--- config.mk ---
export PLATFORM = sky130hd
export DESIGN_NAME = instruction_loader
export DESIGN_NICKNAME = d
export VERILOG_FILES = /design/src/rtl/instruction_loader.sv
export SDC_FILE = /design/constraint.sdc
export NUM_CORES = 1
export LEC_CHECK = 0
export ABC_AREA = 1
export CAP_MARGIN = 20
export CORE_UTILIZATION = 31
export CTS_CLUSTER_DIAMETER = 80
export CTS_CLUSTER_SIZE = 14
export DETAILED_ROUTE_END_ITERATION = 10
export GPL_TIMING_DRIVEN = 0
export PLACE_DENSITY = 0.57
export SYNTH_ARGS = -nofsm -noshare
export SYNTH_HDL_FRONTEND = slang
export SYNTH_SLANG_ARGS = --single-unit
--- constraint.sdc ---
create_clock -name clk -period 1.9 [get_ports clk]
set_clock_uncertainty 0.05 [all_clocks]
set_input_delay 0.38 -clock clk [delete_from_list [all_inputs] [get_ports clk]]
set_output_delay 0.38 -clock clk [all_outputs]
set_load 0.05 [all_outputs]
--- src/rtl/instruction_loader.sv ---
// instruction_loader: boot loader packing a little-endian byte stream into 32-bit words for instruction memory.
// Optional trailing 8-bit checksum enabled by defining INSTRUCTION_LOADER_CHECKSUM_EN.
// MEM_ADDR_WIDTH defaults to `MEM_ADDR_WIDTH when defined, else 8.
`ifndef MEM_ADDR_WIDTH
`define MEM_ADDR_WIDTH 8
`endif
module instruction_loader #(
  parameter int MEM_ADDR_WIDTH = `MEM_ADDR_WIDTH
) (
  input  logic                      clk,
  input  logic                      rst_n,
  input  logic                      in_valid,
  input  logic [7:0]                in_data,
  output logic                      in_ready,
  input  logic                      start,
  output logic                      load_en,
  output logic [MEM_ADDR_WIDTH-1:0] load_addr,
  output logic [31:0]               load_data,
  output logic                      cpu_rst_n,
  output logic                      busy,
  output logic                      done,
  output logic                      error
);
  typedef enum logic [2:0] {
    IDLE, HDR0, HDR1, DATA,
`ifdef INSTRUCTION_LOADER_CHECKSUM_EN
    CHK,
`endif
    DONE, ERR
  } state_t;
`ifdef INSTRUCTION_LOADER_CHECKSUM_EN
  localparam state_t FIN = CHK;
`else
  localparam state_t FIN = DONE;
`endif
  state_t                    state_q, state_d;
  logic [15:0]               cnt_q, cnt_d;
  logic [15:0]               idx_q, idx_d;
  logic [1:0]                byte_q, byte_d;
  logic [31:0]               word_q, word_d;
  logic                      load_en_q, load_en_d;
  logic [MEM_ADDR_WIDTH-1:0] load_addr_q, load_addr_d;
  logic [31:0]               load_data_q, load_data_d;
  logic                      acc;
  logic                      oversize;
`ifdef INSTRUCTION_LOADER_CHECKSUM_EN
  logic [7:0]                sum_q, sum_d;
`endif
  assign in_ready  = state_q inside {HDR0, HDR1, DATA, FIN} && state_q != DONE;
  assign busy      = in_ready;
  assign done      = state_q == DONE;
  assign cpu_rst_n = state_q == DONE;
  assign error     = state_q == ERR;
  assign load_en   = load_en_q;
  assign load_addr = load_addr_q;
  assign load_data = load_data_q;
  assign acc       = in_valid && in_ready;
  assign oversize  = 32'({in_data, cnt_q[7:0]}) > (32'd1 << MEM_ADDR_WIDTH);
  // next-state: header capture, word packing (new bytes shift in from the top), write issue
  always_comb begin
    state_d     = state_q;
    cnt_d       = cnt_q;
    idx_d       = idx_q;
    byte_d      = byte_q;
    word_d      = word_q;
    load_en_d   = 1'b0;
    load_addr_d = load_addr_q;
    load_data_d = load_data_q;
    case (state_q)
      IDLE: begin
        state_d = HDR0;
        idx_d   = '0;
        byte_d  = '0;
      end
      HDR0: if (acc) begin
        cnt_d[7:0] = in_data;
        state_d    = HDR1;
      end
      HDR1: if (acc) begin
        cnt_d[15:8] = in_data;
        state_d     = oversize ? ERR : ({in_data, cnt_q[7:0]} == 16'd0) ? FIN : DATA;
      end
      DATA: if (acc) begin
        byte_d = byte_q + 2'd1;
        word_d = {in_data, word_q[31:8]};
        if (byte_q == 2'd3) begin
          load_en_d   = 1'b1;
          load_addr_d = MEM_ADDR_WIDTH'(idx_q);
          load_data_d = {in_data, word_q[31:8]};
          idx_d       = idx_q + 16'd1;
          state_d     = (idx_q == cnt_q - 16'd1) ? FIN : DATA;
        end
      end
`ifdef INSTRUCTION_LOADER_CHECKSUM_EN
      CHK: if (acc) state_d = (in_data == sum_q) ? DONE : ERR;
`endif
      DONE, ERR: if (start) state_d = IDLE;
      default: state_d = IDLE;
    endcase
  end
`ifdef INSTRUCTION_LOADER_CHECKSUM_EN
  // running sum of every byte before the checksum byte, cleared on each new load
  always_comb begin
    sum_d = sum_q;
    if (state_q == IDLE) sum_d = '0;
    else if (acc && state_q != CHK) sum_d = sum_q + in_data;
  end
`endif
  // state and output registers with synchronous active-low reset
  always_ff @(posedge clk) begin
    if (!rst_n) begin
      state_q     <= IDLE;
      cnt_q       <= '0;
      idx_q       <= '0;
      byte_q      <= '0;
      word_q      <= '0;
      load_en_q   <= 1'b0;
      load_addr_q <= '0;
      load_data_q <= '0;
`ifdef INSTRUCTION_LOADER_CHECKSUM_EN
      sum_q       <= '0;
`endif
    end else begin
      state_q     <= state_d;
      cnt_q       <= cnt_d;
      idx_q       <= idx_d;
      byte_q      <= byte_d;
      word_q      <= word_d;
      load_en_q   <= load_en_d;
      load_addr_q <= load_addr_d;
      load_data_q <= load_data_d;
`ifdef INSTRUCTION_LOADER_CHECKSUM_EN
      sum_q       <= sum_d;
`endif
    end
  end
endmodule

==> results.toml, run 1 <==
[job]
maxCapViolations = 0

[yosys]
synth_top_area_cell = "dfxtp_1"
ys_seq_area_share_pct = 44.7
synthCells = 635
syn-cell-area_mm2 = 0.00457
synth-seq-cells = 102
async_flop_share_pct = 0
synth-main-ff-cell = "dfxtp_1"
yosys.area.top_type_share_pct = 44.7
synth_edf_count = 0
avgSynthCellArea_um2 = 7.20
synth.area.top_cells = "dfxtp_1 45%, o21ai_0 9.5%, nand2_1 8.6%"
ys_types = 37
syn-num-nets = 650
yosys_warnings = 0

[routing]
dr.pass1.iters = 5
drtIter0Drc = 357
wl_per_cell_um = 13.9
drt_wl_total_mm = 12.6
final_antenna_net_count = 0
num_vias = 4383
vias_per_cell = 4.86
drc_errors = 0

[finish]
final_cells = 902
layout_commonest_cell = "nand2_1"
layout-drive-gt1-share_pct = 14.9
diodes = 0
finalNetCount = 728
final_core_util_pct = 40.6
layout_common_cells = "100 x nand2_1, 93 x dfxtp_1, 85 x o21ai_0"
syn_to_final_growth_pct = 28.7

[critical_path]
crit_arrival_ps = 2030
critPathKind = "register to register"
startpoint_type = "register"
endpoint_kind = "register"
crit_fanout = 4
critical_path_required_ps = 2040

[timing]
relSlewSlack_pct = 56.6
rsz0062_at_grt = "true"
finalHoldViolCount = 0
slew_violations = 0
finalSetupViolations = 0
period_share_pct = 99.4
max_slew.worst_pin.slew_ps = 650
final.min_clock_period_ps = 1890
max_freq_ghz = 0.530

[pwr]
power_density_mw_per_mm2 = 1170
finalPower_mw = 6.87
p_leak_nw = 2.60
peakVddDrop_v = 0.000738

[clocking]
clk_latency_ps = 350
root_buffer = "clkbuf_16"
cts_tree = "yes"
tritoncts.num_buffers = 9
clk_pin_slew_ps = 70
htreeDepth = 3
cts_buffer_depth = 2
cts_sinks = 102

[die]
rows = 44
fp.dieW_um = 123
coreArea_mm2 = 0.0145
ios = 58
fp.dieArea_mm2 = 0.0152
initial_core_util_pct = 31.6
die_h_um = 123

[global_route]
antenna_found_initial = 0
use_met1_pct = 23.7
grt_pass1_vias = 3966
grt_use_met3_pct = 1.98
grt_first_pass_wirelength_mm = 20.0
grt_overflow = 0
top_usage_layer = "met2"
grt_max_degree = 18
use_met2_pct = 26.7
grt.total_usage_pct = 17.1

[worst_hold_path]
hp-class = "register to register"

[place]
gp_congestion = 0.821
portBuffers = 56
dp_cells = 875
dpl.hpwl_mm = 9.57

[run_status]
outcome = "finished clean"
[routing by layer]
layer  share of wire [%]  wire [um]  up-vias
li1                    -          -     2227
met1                  49       6170     2041
met2                  45       5650       94
met3                 3.7        459       21
met4                 2.2        274        0
met5                   0          0        -
[synth_stat cells (2+ instances only)]
| cell type | instances |
|---|---|
| nand2_2 | 2 |
| nor3_1 | 6 |
| nor2_2 | 2 |
| nor4_1 | 4 |
| nor2_1 | 58 |
| nand3_1 | 43 |
| o21ai_0 | 87 |
| buf_1 | 3 |
| nand4_2 | 2 |
| xnor2_1 | 4 |
| a21oi_1 | 70 |
| inv_1 | 79 |
| nand2_4 | 2 |
| xor2_1 | 8 |
| nand4_1 | 3 |
| dfxtp_1 | 102 |
| nand3b_1 | 4 |
| ha_1 | 3 |
| o21ai_1 | 2 |
| nand2_1 | 105 |
| buf_4 | 2 |
| inv_2 | 4 |
| buf_2 | 4 |
| nor2_4 | 5 |
| clkbuf_1 | 19 |
[layout make-up]
type                    count  area (um2)
multi-input cells         422        2260
plain buffers              28         134
flip-flops and latches    102        2060
fillers                  1497        8590
repair buffers             67         583
clock buffers              11         243
clock inverters             5        67.6
inverters                  83         314
well taps                 184         230
[report_power, final]
part	internal [mW]	switching (mW)	total, mW	leakage [nW]
Clock	1.07	0.824	1.90	0.152
Combinational	0.927	1.61	2.53	1.62
Sequential	2.29	0.158	2.44	0.828
Total	4.29	2.59	6.87	2.60
[path summary, 6_finish.rpt]
path | start | to | slack, ps | cells after the start
setup / recovery | cnt_q[1]$_SDFFE_PN0P_ | state_q[0]$_SDFFE_PN0P_ | 10 | 13
hold / removal | byte_q[0]$_SDFFE_PN0P_ | byte_q[0]$_SDFFE_PN0P_ | 390 | 1
setup reg to reg | cnt_q[1]$_SDFFE_PN0P_ | state_q[0]$_SDFFE_PN0P_ | 10 | 13
hold reg to reg | byte_q[0]$_SDFFE_PN0P_ | byte_q[0]$_SDFFE_PN0P_ | 390 | 1
[registers in the layout, summed over array words and instances (netlist names)]
signal and flops:
byte_q 2, load_addr 8, word_q 24, state_q 3
load_en 1, idx_q 16, cnt_q 16, load_data 32
[critical path, stage by stage (launching register included)]
cell and delay (ps):
dfxtp_4 360, inv_2 60, ha_4 150, nand3_4 130
nor2_4 180, nand2_2 70, nand3_1 100, nand3_2 90
nor3_4 200, nand2_1 80, nand2_1 90, nand2_1 60
nand2_1 50, a21oi_1 60
[cell families (layout without fill, tap and decap cells)]
group | after synthesis | count (layout) | share of synthesized area (%)
DFF | 102 | 102 | 44.7
buffers and inverters | 111 | 194 | 9.39
adders and majority gates | 3 | 3 | 0.821
AOI/OAI and AO/OA | 167 | 167 | 19.0
and+or+nand+nor | 240 | 240 | 23.8
xor gates and xnor gates | 12 | 12 | 2.30
[through the flow]
stage	cell area, um2	TNS, ps	hold WS [ps]	setup WS, ps
after CTS	5760	0	412	1.51
after global placement	5370	-21600	392	-363
final	5890	0	394	12.1
after global routing	5890	-416	409	-143
after detailed placement	5370	-24850	402	-415
after floorplan	4580	0	379	151
[repair_timing]
action	4_1_cts	5_1_grt
setup endpoints to repair	78	64
pin swaps	12	14
hold buffers	0	0
gates resized for setup	81	59
setup buffers	7	4
Power figures use the tool's default switching activity.
==> run 2: changes to the inputs <==
Settings changed: ABC_AREA 1 to not set, CTS_CLUSTER_DIAMETER 80 to 200, HOLD_SLACK_MARGIN set to 0.12, PLACE_DENSITY 0.57 to 0.56.
==> results.toml, run 2 <==
[critical_path]
crit_arrival_ps = 2330
cp-startpoint = "cnt_q[0]$_SDFFE_PN0P_"
critical_path_required_ps = 2100
r2r_setup_slack_ps = -240
rr_endpoint = "state_q[0]$_SDFFE_PN0P_"
critPathKind = "register to register"
r2r_cells = 9
crit_fanout = 4
endpoint_kind = "register"
r2r_start = "cnt_q[0]$_SDFFE_PN0P_"
crit_end = "state_q[0]$_SDFFE_PN0P_"
startpoint_type = "register"

[yosys]
yosys.area_share.simple_pct = 27.0
synth-main-ff-cell = "dfxtp_1"
async_flop_share_pct = 0
syn-num-nets = 601
avgSynthCellArea_um2 = 8.17
synth_top_area_cell = "dfxtp_1"
synth-compound-area-share_pct = 18.4
synth-seq-cells = 102
synth_xor_area_share_pct = 6.35
synth_commonest_cells = "180 x nand2_1, 102 x dfxtp_1, 63 x a21boi_0"
synth-adder-area-share_pct = 0.784
synth_top_family_by_area = "simple AND/OR/NAND/NOR gates"
synth.area.top_cells = "dfxtp_1 43%, nand2_1 14%, a21boi_0 9.9%"
synth_edf_count = 0
yosys.area.top_type_share_pct = 42.6
syn-cell-area_mm2 = 0.00479
yosys_warnings = 0
ys_seq_area_share_pct = 42.6
synthCells = 586
synth.area.mux_share_pct = 0.209
ys_types = 57
synth.most_common_cell = "nand2_1"

[place]
dpl_worst_slack_ps = -772
placed_cell_area_mm2 = 0.00561
portBuffers = 56
dpl.hpwl_mm = 9.60
dp_cells = 830
gp_congestion = 0.856

[clocking]
cts_buffer_depth = 2
root_buffer = "clkbuf_16"
clk_latency_ps = 360
htreeDepth = 3
clk_pin_slew_ps = 70
tritoncts.num_buffers = 9
cts_tree = "yes"
postCtsHoldBufs = 0
cts_sinks = 102

[global_route]
grt_first_pass_wirelength_mm = 21.3
grt_overflow = 0
use_met1_pct = 20.5
grt_max_degree = 20
grt_use_met3_pct = 2.68
grt.total_usage_pct = 17.0
top_usage_layer = "met2"
grt_pass1_vias = 4195
antenna_found_initial = 0
use_met2_pct = 30.3

[die]
initial_core_util_pct = 31.6
ios = 58
die_h_um = 126
fp.dieArea_mm2 = 0.0159
fp.dieW_um = 126
rows = 45
coreArea_mm2 = 0.0151

[timing]
final.min_clock_period_ps = 2140
finalSetupViolations = 3
rsz0062_at_grt = "true"
worst_slack_ps = -237
finalHoldViolCount = 0
slew_violations = 0
period_share_pct = 112
finalSetupTns_ps = -613
max_slew.worst_pin.slew_ps = 714
relSlewSlack_pct = 52.0
max_freq_ghz = 0.468

[job]
maxCapViolations = 0

[worst_hold_path]
min_path_cells = 2
hp-class = "register to register"

[pwr]
peakVddDrop_v = 0.000368
p_leak_nw = 2.37
power_density_mw_per_mm2 = 738

[routing]
drc_errors = 0
wl_per_cell_um = 15.0
dr.pass1.iters = 4
final_antenna_net_count = 0
drt_wl_total_mm = 12.9
vias_per_cell = 4.89
drtIter0Drc = 136
num_vias = 4207

[finish]
final_core_util_pct = 40.4
seqCellArea_mm2 = 0.00206
syn_to_final_growth_pct = 27.9
multiInputGateArea_mm2 = 0.00266
layout-drive-gt1-share_pct = 14.9
fillers = 1489
diodes = 0
final_cell_area_mm2 = 0.00613
finalNetCount = 682
layout_common_cells = "180 x nand2_1, 95 x dfxtp_1, 63 x a21boi_0"
layout_commonest_cell = "nand2_1"
largest_register_ffs = 32
final_cells = 860

[run_status]
violations = "negative setup slack"
outcome = "finished with violations"
## run 2: changes by cell type in the layout (fill, tap and decap cells not counted), moves of 8 or more
cell	delta
nor2_2	-10
nor2_1	-18
nor2_4	-8
nand2_1	+80
nand3_1	-30
inv_1	-68
a21boi_1	+19
o21ai_0	-79
a21boi_0	+63
xnor2_1	+18
a21oi_1	-64
## run 2: metal layers
| metal | vias up | part of all wire (%) |
|---|---|---|
| met4 | 0 | 1.9 |
| met2 | 82 | 50 |
| li1 | 2122 | - |
| met5 | - | 0 |
| met3 | 17 | 3.9 |
| met1 | 1986 | 44 |
## run 2: layout make-up
type / count / share of cell area [%]
clock buffer: 9 / 3.68
inverter: 10 / 0.613
multi-input combinational: 435 / 43.4
timing repair buffer: 74 / 10.5
tap: 188 / 3.84
sequential: 102 / 33.6
clock inverter: 7 / 1.12
buffer: 35 / 3.29
## run 2: critical path, stage by stage, from the launching register on
cell and delay, ps:
dfxtp_4 340, inv_2 60, ha_4 130, nor4b_4 300, buf_4 180, a21oi_2 40
nand4b_4 180, a311oi_4 360, a41oi_2 170, o211a_1 220
## run 2: power breakdown
group          internal (mW)  total (mW)  leakage, nW  switching (mW)
Combinational          0.224       0.514         1.40           0.291
Sequential              2.15        2.18        0.827          0.0300
Clock                  0.919        1.82        0.137           0.901
## run 2: repair_timing
action / CTS / global route
gates resized for setup: 111 / 25
cloned: 0 / 0
endpoints found under the hold margin: 0 / 0
setup buffers: 12 / 6
pin swaps: 12 / 1
setup endpoints to repair: 123 / 83
## run 2: kinds of logic (layout without fill, tap and decap cells)
group	Yosys count	after routing
flip-flops	102	102
XOR/XNOR	33	33
AO/OA/AOI/OAI	117	117
multiplexers	1	1
AND/OR/NAND/NOR	281	281
buffers and inverters	49	135
adder cells (fa/ha/maj)	3	3
## run 2: how the worst min path moves through the flow
stage                               from                   endpoint
2_1_floorplan     word_q[8]$_SDFFE_PN0P_  load_data[0]$_SDFFE_PN0P_
3_3_place_gp      word_q[8]$_SDFFE_PN0P_  load_data[0]$_SDFFE_PN0P_
3_5_place_dp   load_addr[0]$_SDFFE_PN0P_  load_addr[0]$_SDFFE_PN0P_
4_1_cts                         in_valid    state_q[1]$_SDFFE_PN0P_
5_1_grt                         in_valid    state_q[1]$_SDFFE_PN0P_
6_report       load_addr[0]$_SDFFE_PN0P_  load_addr[0]$_SDFFE_PN0P_
## run 2: stage by stage
stage / power, mW / hold WS (ps)
5_1_grt: 4.68 / 420
2_1_floorplan: 2.54 / 381
3_5_place_dp: 2.68 / 398
3_3_place_gp: 2.67 / 386
4_1_cts: 4.53 / 398
6_report: 4.52 / 400
==> run 3: changes to the inputs <==
Settings changed: HOLD_SLACK_MARGIN 0.12 to 0.15.
==> results of run 3 <==
Final layout, timing and power as in run 2 (identical DEF).
